===== config.mk =====
export PLATFORM = sky130hd
export DESIGN_NAME = mem_stage
export DESIGN_NICKNAME = d
export VERILOG_FILES = /design/src/rtl/mem_stage.sv
export SDC_FILE = /design/constraint.sdc
export NUM_CORES = 1
export LEC_CHECK = 0
export ABC_AREA = 0
export CAP_MARGIN = 20
export CORE_MARGIN = 8
export CORE_UTILIZATION = 43
export DETAILED_ROUTE_END_ITERATION = 8
export GPL_ROUTABILITY_DRIVEN = 0
export PLACE_DENSITY_LB_ADDON = 0.1
export SYNTH_ARGS = -nofsm -noshare
export SYNTH_HDL_FRONTEND = slang
export SYNTH_SLANG_ARGS = --single-unit

===== constraint.sdc =====
create_clock -name Clk -period 4 [get_ports Clk]
set_input_delay 1.2 -clock Clk [delete_from_list [all_inputs] [get_ports Clk]]
set_output_delay 1.2 -clock Clk [all_outputs]
set_load 0.05 [all_outputs]

===== src/rtl/mem_stage.sv =====
// mem_stage: load/store unit between execute and write-back.
// Single outstanding req/ack transaction; stalls EX while it is in flight.
module mem_stage (
  input  logic        Clk,
  input  logic        Reset,
  input  logic        EX_Mem_wr_en,
  input  logic        EX_Mem_rd_en,
  input  logic [2:0]  EX_Mem_op,
  input  logic [31:0] EX_Rs2_data,
  input  logic [31:0] EX_ALU_result,
  input  logic        EX_MemToReg,
  input  logic        EX_RegFile_wr_en,
  input  logic [4:0]  EX_Rd_addr,
  output logic        MEM_Stall,
  output logic        DMem_req,
  output logic        DMem_we,
  output logic [31:0] DMem_addr,
  output logic [3:0]  DMem_be,
  output logic [31:0] DMem_wdata,
  input  logic        DMem_ack,
  input  logic [31:0] DMem_rdata,
  output logic        MEM_RegFile_wr_en,
  output logic [4:0]  MEM_Rd_addr,
  output logic        MEM_MemToReg,
  output logic [31:0] MEM_ALU_result,
  output logic [31:0] MEM_Load_data,
  output logic        MEM_Misaligned
);

  typedef enum logic {IDLE, WAIT} state_t;

  state_t      state, state_nxt;
  logic        access, is_byte, is_half;
  logic        misaligned, capture, done;
  logic [3:0]  be_nxt;
  logic [31:0] wdata_nxt;
  logic [31:0] shifted, load_ext;

  logic [2:0]  req_op;
  logic [31:0] req_addr;
  logic        req_load;
  logic        req_rf_wr_en;
  logic [4:0]  req_rd;
  logic        req_m2r;

  assign access  = EX_Mem_wr_en | EX_Mem_rd_en;
  assign is_byte = (EX_Mem_op[1:0] == 2'b00);
  assign is_half = (EX_Mem_op[1:0] == 2'b01);

  assign misaligned = access &
    ((is_half & EX_ALU_result[0]) |
     (~is_byte & ~is_half &
      (EX_ALU_result[1:0] != 2'b00)));

  assign capture = (state == IDLE) & access
                 & ~misaligned;
  assign done = (state == WAIT) & DMem_ack;

  always_ff @(posedge Clk) begin
    if (Reset) state <= IDLE;
    else       state <= state_nxt;
  end

  always_comb begin
    state_nxt = state;
    unique case (state)
      IDLE: if (capture)  state_nxt = WAIT;
      WAIT: if (DMem_ack) state_nxt = IDLE;
      default:            state_nxt = IDLE;
    endcase
  end

  always_comb begin
    MEM_Stall = ~Reset &
      (capture | ((state == WAIT) & ~DMem_ack));
  end

  always_comb begin
    be_nxt    = 4'b1111;
    wdata_nxt = EX_Rs2_data;
    unique case (1'b1)
      is_byte: begin
        be_nxt    = 4'b0001 << EX_ALU_result[1:0];
        wdata_nxt = {4{EX_Rs2_data[7:0]}};
      end
      is_half: begin
        be_nxt    = 4'b0011 << EX_ALU_result[1:0];
        wdata_nxt = {2{EX_Rs2_data[15:0]}};
      end
      default: ;
    endcase
  end

  always_comb begin
    shifted  = DMem_rdata >> {req_addr[1:0], 3'b000};
    load_ext = shifted;
    case (req_op)
      3'b000:  load_ext = {{24{shifted[7]}}, shifted[7:0]};
      3'b100:  load_ext = {24'd0, shifted[7:0]};
      3'b001:  load_ext = {{16{shifted[15]}}, shifted[15:0]};
      3'b101:  load_ext = {16'd0, shifted[15:0]};
      default: load_ext = shifted;
    endcase
  end

  // Bus fields hold after ack; only req drops.
  always_ff @(posedge Clk) begin
    if (Reset) begin
      DMem_req     <= 1'b0;
      DMem_we      <= 1'b0;
      DMem_addr    <= 32'd0;
      DMem_be      <= 4'd0;
      DMem_wdata   <= 32'd0;
      req_op       <= 3'd0;
      req_addr     <= 32'd0;
      req_load     <= 1'b0;
      req_rf_wr_en <= 1'b0;
      req_rd       <= 5'd0;
      req_m2r      <= 1'b0;
    end else if (capture) begin
      DMem_req     <= 1'b1;
      DMem_we      <= EX_Mem_wr_en;
      DMem_addr    <= {EX_ALU_result[31:2], 2'b00};
      DMem_be      <= be_nxt;
      DMem_wdata   <= wdata_nxt;
      req_op       <= EX_Mem_op;
      req_addr     <= EX_ALU_result;
      req_load     <= EX_Mem_rd_en & ~EX_Mem_wr_en;
      req_rf_wr_en <= EX_RegFile_wr_en;
      req_rd       <= EX_Rd_addr;
      req_m2r      <= EX_MemToReg;
    end else if (done) begin
      DMem_req     <= 1'b0;
    end
  end

  always_ff @(posedge Clk) begin
    if (Reset) begin
      MEM_RegFile_wr_en <= 1'b0;
      MEM_Rd_addr       <= 5'd0;
      MEM_MemToReg      <= 1'b0;
      MEM_ALU_result    <= 32'd0;
      MEM_Load_data     <= 32'd0;
      MEM_Misaligned    <= 1'b0;
    end else if (done) begin
      MEM_RegFile_wr_en <= req_rf_wr_en;
      MEM_Rd_addr       <= req_rd;
      MEM_MemToReg      <= req_m2r;
      MEM_ALU_result    <= req_addr;
      MEM_Load_data     <= req_load ? load_ext
                                    : 32'd0;
      MEM_Misaligned    <= 1'b0;
    end else if (state == IDLE && !access) begin
      MEM_RegFile_wr_en <= EX_RegFile_wr_en;
      MEM_Rd_addr       <= EX_Rd_addr;
      MEM_MemToReg      <= EX_MemToReg;
      MEM_ALU_result    <= EX_ALU_result;
      MEM_Load_data     <= 32'd0;
      MEM_Misaligned    <= 1'b0;
    end else begin
      MEM_RegFile_wr_en <= 1'b0;
      MEM_Rd_addr       <= 5'd0;
      MEM_MemToReg      <= 1'b0;
      MEM_ALU_result    <= 32'd0;
      MEM_Load_data     <= 32'd0;
      MEM_Misaligned    <= (state == IDLE) & misaligned;
    end
  end

endmodule

==> impl_metrics.yaml <==
outcome:
  status: "finished clean"
setup_path:
  required_ps: 2800
  cp_data_arrival_time_ps: 2490
  crit_path_end: "MEM_Stall"
  r2r_end: "MEM_Load_data[29]$_SDFF_PP0_"
  crit_path_start: "EX_Mem_op[1]"
  endpoint_kind: "output port"
  rr_startpoint: "state$_SDFF_PP0_"
  reg2reg_slack_ps: 1910
  worstPathMaxFanout: 3
  critical_path_class: "input port to output port"
  crit_path_start_kind: "input port"
  reg2reg_depth: 5
drt:
  drtIter0Drc: 292
  drt-total-wl_mm: 19.2
  drc: 0
  viasPerCell: 5.19
  vias: 5657
  wl_per_cell_microns: 17.7
  detail-route-antenna-nets: 0
  first_pass_iters: 5
die:
  chipHeight_microns: 135
  start_util_pct: 44.0
  die_x_microns: 135
  die_area_sq_mm: 0.0183
  core_sq_mm: 0.0139
  num_rows: 43
  ios: 254
logic_synthesis:
  ys_types: 31
  syn_area_sq_mm: 0.00611
  synthFlopType: "dfxtp_1"
  ys_seq_area_share_pct: 50.5
  yosys_warnings: 0
  ys_seq_elements: 154
  avgSynthCellArea_sq_um: 8.71
  synthCells: 701
  synthArstFlopShare_pct: 0
  synth_edf_count: 0
cells_and_area:
  drive_gt1_share_pct: 6.05
  nets: 1007
  antennaDiodeCount: 0
  syn2layout_area_growth_pct: 50.5
  fin_area_sq_mm: 0.00919
sta:
  rsz0062_at_grt: "false"
  drv_slew: 0
  skew_ps: 9.48
  hold_viol: 0
  min_period_ps: 3690
  setup_ws_ps: 306
  fin_crit_sh_pct: 92.3
  worst_slew_pin_slew_ps: 844
  setup_tns_ps: 0
  setup_viol: 0
  relSlewSlack_pct: 43.7
  fmaxAchievable_mhz: 271
global_routing:
  antenna_found_initial: 0
  gr-total-overflow: 0
  grt_max_degree: 67
  grt_pass1_vias: 5673
  grt_pass1_wl_mm: 29.7
  grt_util_all_layers_pct: 20.4
clock_tree:
  cts_root_buf: "clkbuf_16"
  cts_hold_buf: 0
  ctsResizeCount: 0
  cts_setup_buffers: 0
  cts_tree: "built"
  cts_max_level: 4
  clk_latency_ps: 420
  cts_made_buffers: 17
  cts_buffer_depth: 2
  cts.sinks: 154
  cts.clk_slew.worst_paths_ps: 60
run:
  max_cap_violations: 0
power_and_ir_drop:
  p_leak_nw: 3.44
  ir_drop_mv: 0.329
  power_density_mw_per_mm2: 467
place:
  place_hpwl_mm: 13.7
  pre_cts_ws_ps: 333
  io_buffers: 251
  placed_cell_area_sq_mm: 0.00851
worst_hold_path:
  worstHoldStart: "DMem_wdata[3]$_SDFFE_PP0P_"
  hold_class: "register to register"
[worst min path at each step]
stage                                              to  cells past startpoint
after floorplan                 req_load$_SDFFE_PP0P_                      2
after CTS                  DMem_wdata[3]$_SDFFE_PP0P_                      2
final                      DMem_wdata[3]$_SDFFE_PP0P_                      2
after global routing       DMem_wdata[3]$_SDFFE_PP0P_                      2
after detailed placement   DMem_wdata[3]$_SDFFE_PP0P_                      2
after global placement    DMem_wdata[24]$_SDFFE_PP0P_                      2
[per-layer routing]
metal / part of all wire, % / vias up / track usage [%]
met1: 39 / 2640 / 22.7
met4: 2.0 / 0 / 7.46
met3: 9.8 / 23 / 8.35
li1: - / 2765 / -
met5: 0 / - / 0
met2: 49 / 229 / 34.3
[placed cells by master, fill, tap and decap left out, types with 2 or more instances in the layout]
cell type / n
nor2_1: 79
o211ai_1: 9
inv_6: 3
o21bai_1: 2
a21o_1: 9
mux2i_1: 36
nor2b_1: 10
nand3b_1: 3
buf_12: 2
clkinv_2: 2
a311oi_1: 11
nand2_1: 136
buf_4: 15
nand2b_1: 3
nor3_1: 2
clkdlybuf4s50_1: 249
dfxtp_1: 154
bufinv_16: 6
a22oi_1: 39
conb_1: 2
a21oi_1: 64
a211oi_1: 30
clkinvlp_4: 2
clkbuf_16: 17
o21ai_0: 9
[cell usage after synthesis, drive strengths merged (3+ instances only)]
cell type | instances | area share (%)
a311oi | 11 | 1.6
dfxtp | 154 | 50
o211ai | 9 | 1.1
a22oi | 39 | 4.8
nor3 | 3 | 0.25
o21ai | 9 | 0.74
nor2 | 79 | 4.9
clkbuf | 41 | 2.5
nand2b | 3 | 0.31
a21oi | 65 | 5.3
a21o | 9 | 1.1
nand3b | 3 | 0.37
mux2i | 36 | 5.9
nand2 | 136 | 8.4
buf | 50 | 5.5
o21bai | 3 | 0.37
nor2b | 10 | 1.0
a211oi | 30 | 3.7
[kinds of logic after synthesis]
logic type | share of synthesized area (%)
AO/OA/AOI/OAI | 19.1
flip-flops | 50.5
buffers and inverters | 8.05
other | 0.0614
multiplexers | 6.27
AND/OR/NAND/NOR | 16.0
[layout make-up]
class | instances | area [sq um]
inverter | 1 | 3.75
clock inverter | 14 | 240
tap | 180 | 225
multi-input combinational | 456 | 2560
sequential | 154 | 3080
fill | 1131 | 4690
clock buffer | 18 | 439
timing repair buffer | 266 | 2650
[metrics by stage]
step           power, mW  utilization, %  hold slack (ps)  instances
2_1_floorplan       2.20               -              432        702
3_3_place_gp        2.49            61.3              441       1057
3_5_place_dp        2.50            61.3              446       1057
4_1_cts             4.34            66.2              455       1089
5_1_grt             4.47            66.2              467       1089
6_report            4.30            66.2              454       1089
[report_power, final]
group	internal [mW]	switching [mW]
Combinational	0.311	0.503
Clock	1.19	0.636
Sequential	1.61	0.0442
[state kept, by name, indices dropped and copies added, names as in the netlist, 3 cells and up]
name and cells:
DMem_wdata 32, MEM_ALU_result 32, MEM_Load_data 32, req_addr 32
MEM_Rd_addr 5, req_rd 5, DMem_be 4, req_op 3
[worst max-delay path, cell delays in order]
cell	delay, ps
clkdlybuf4s50_1	490
a21oi_1	330
o21bai_4	100
a21oi_2	200
buf_12	170
(Power assumes the default switching activity.)
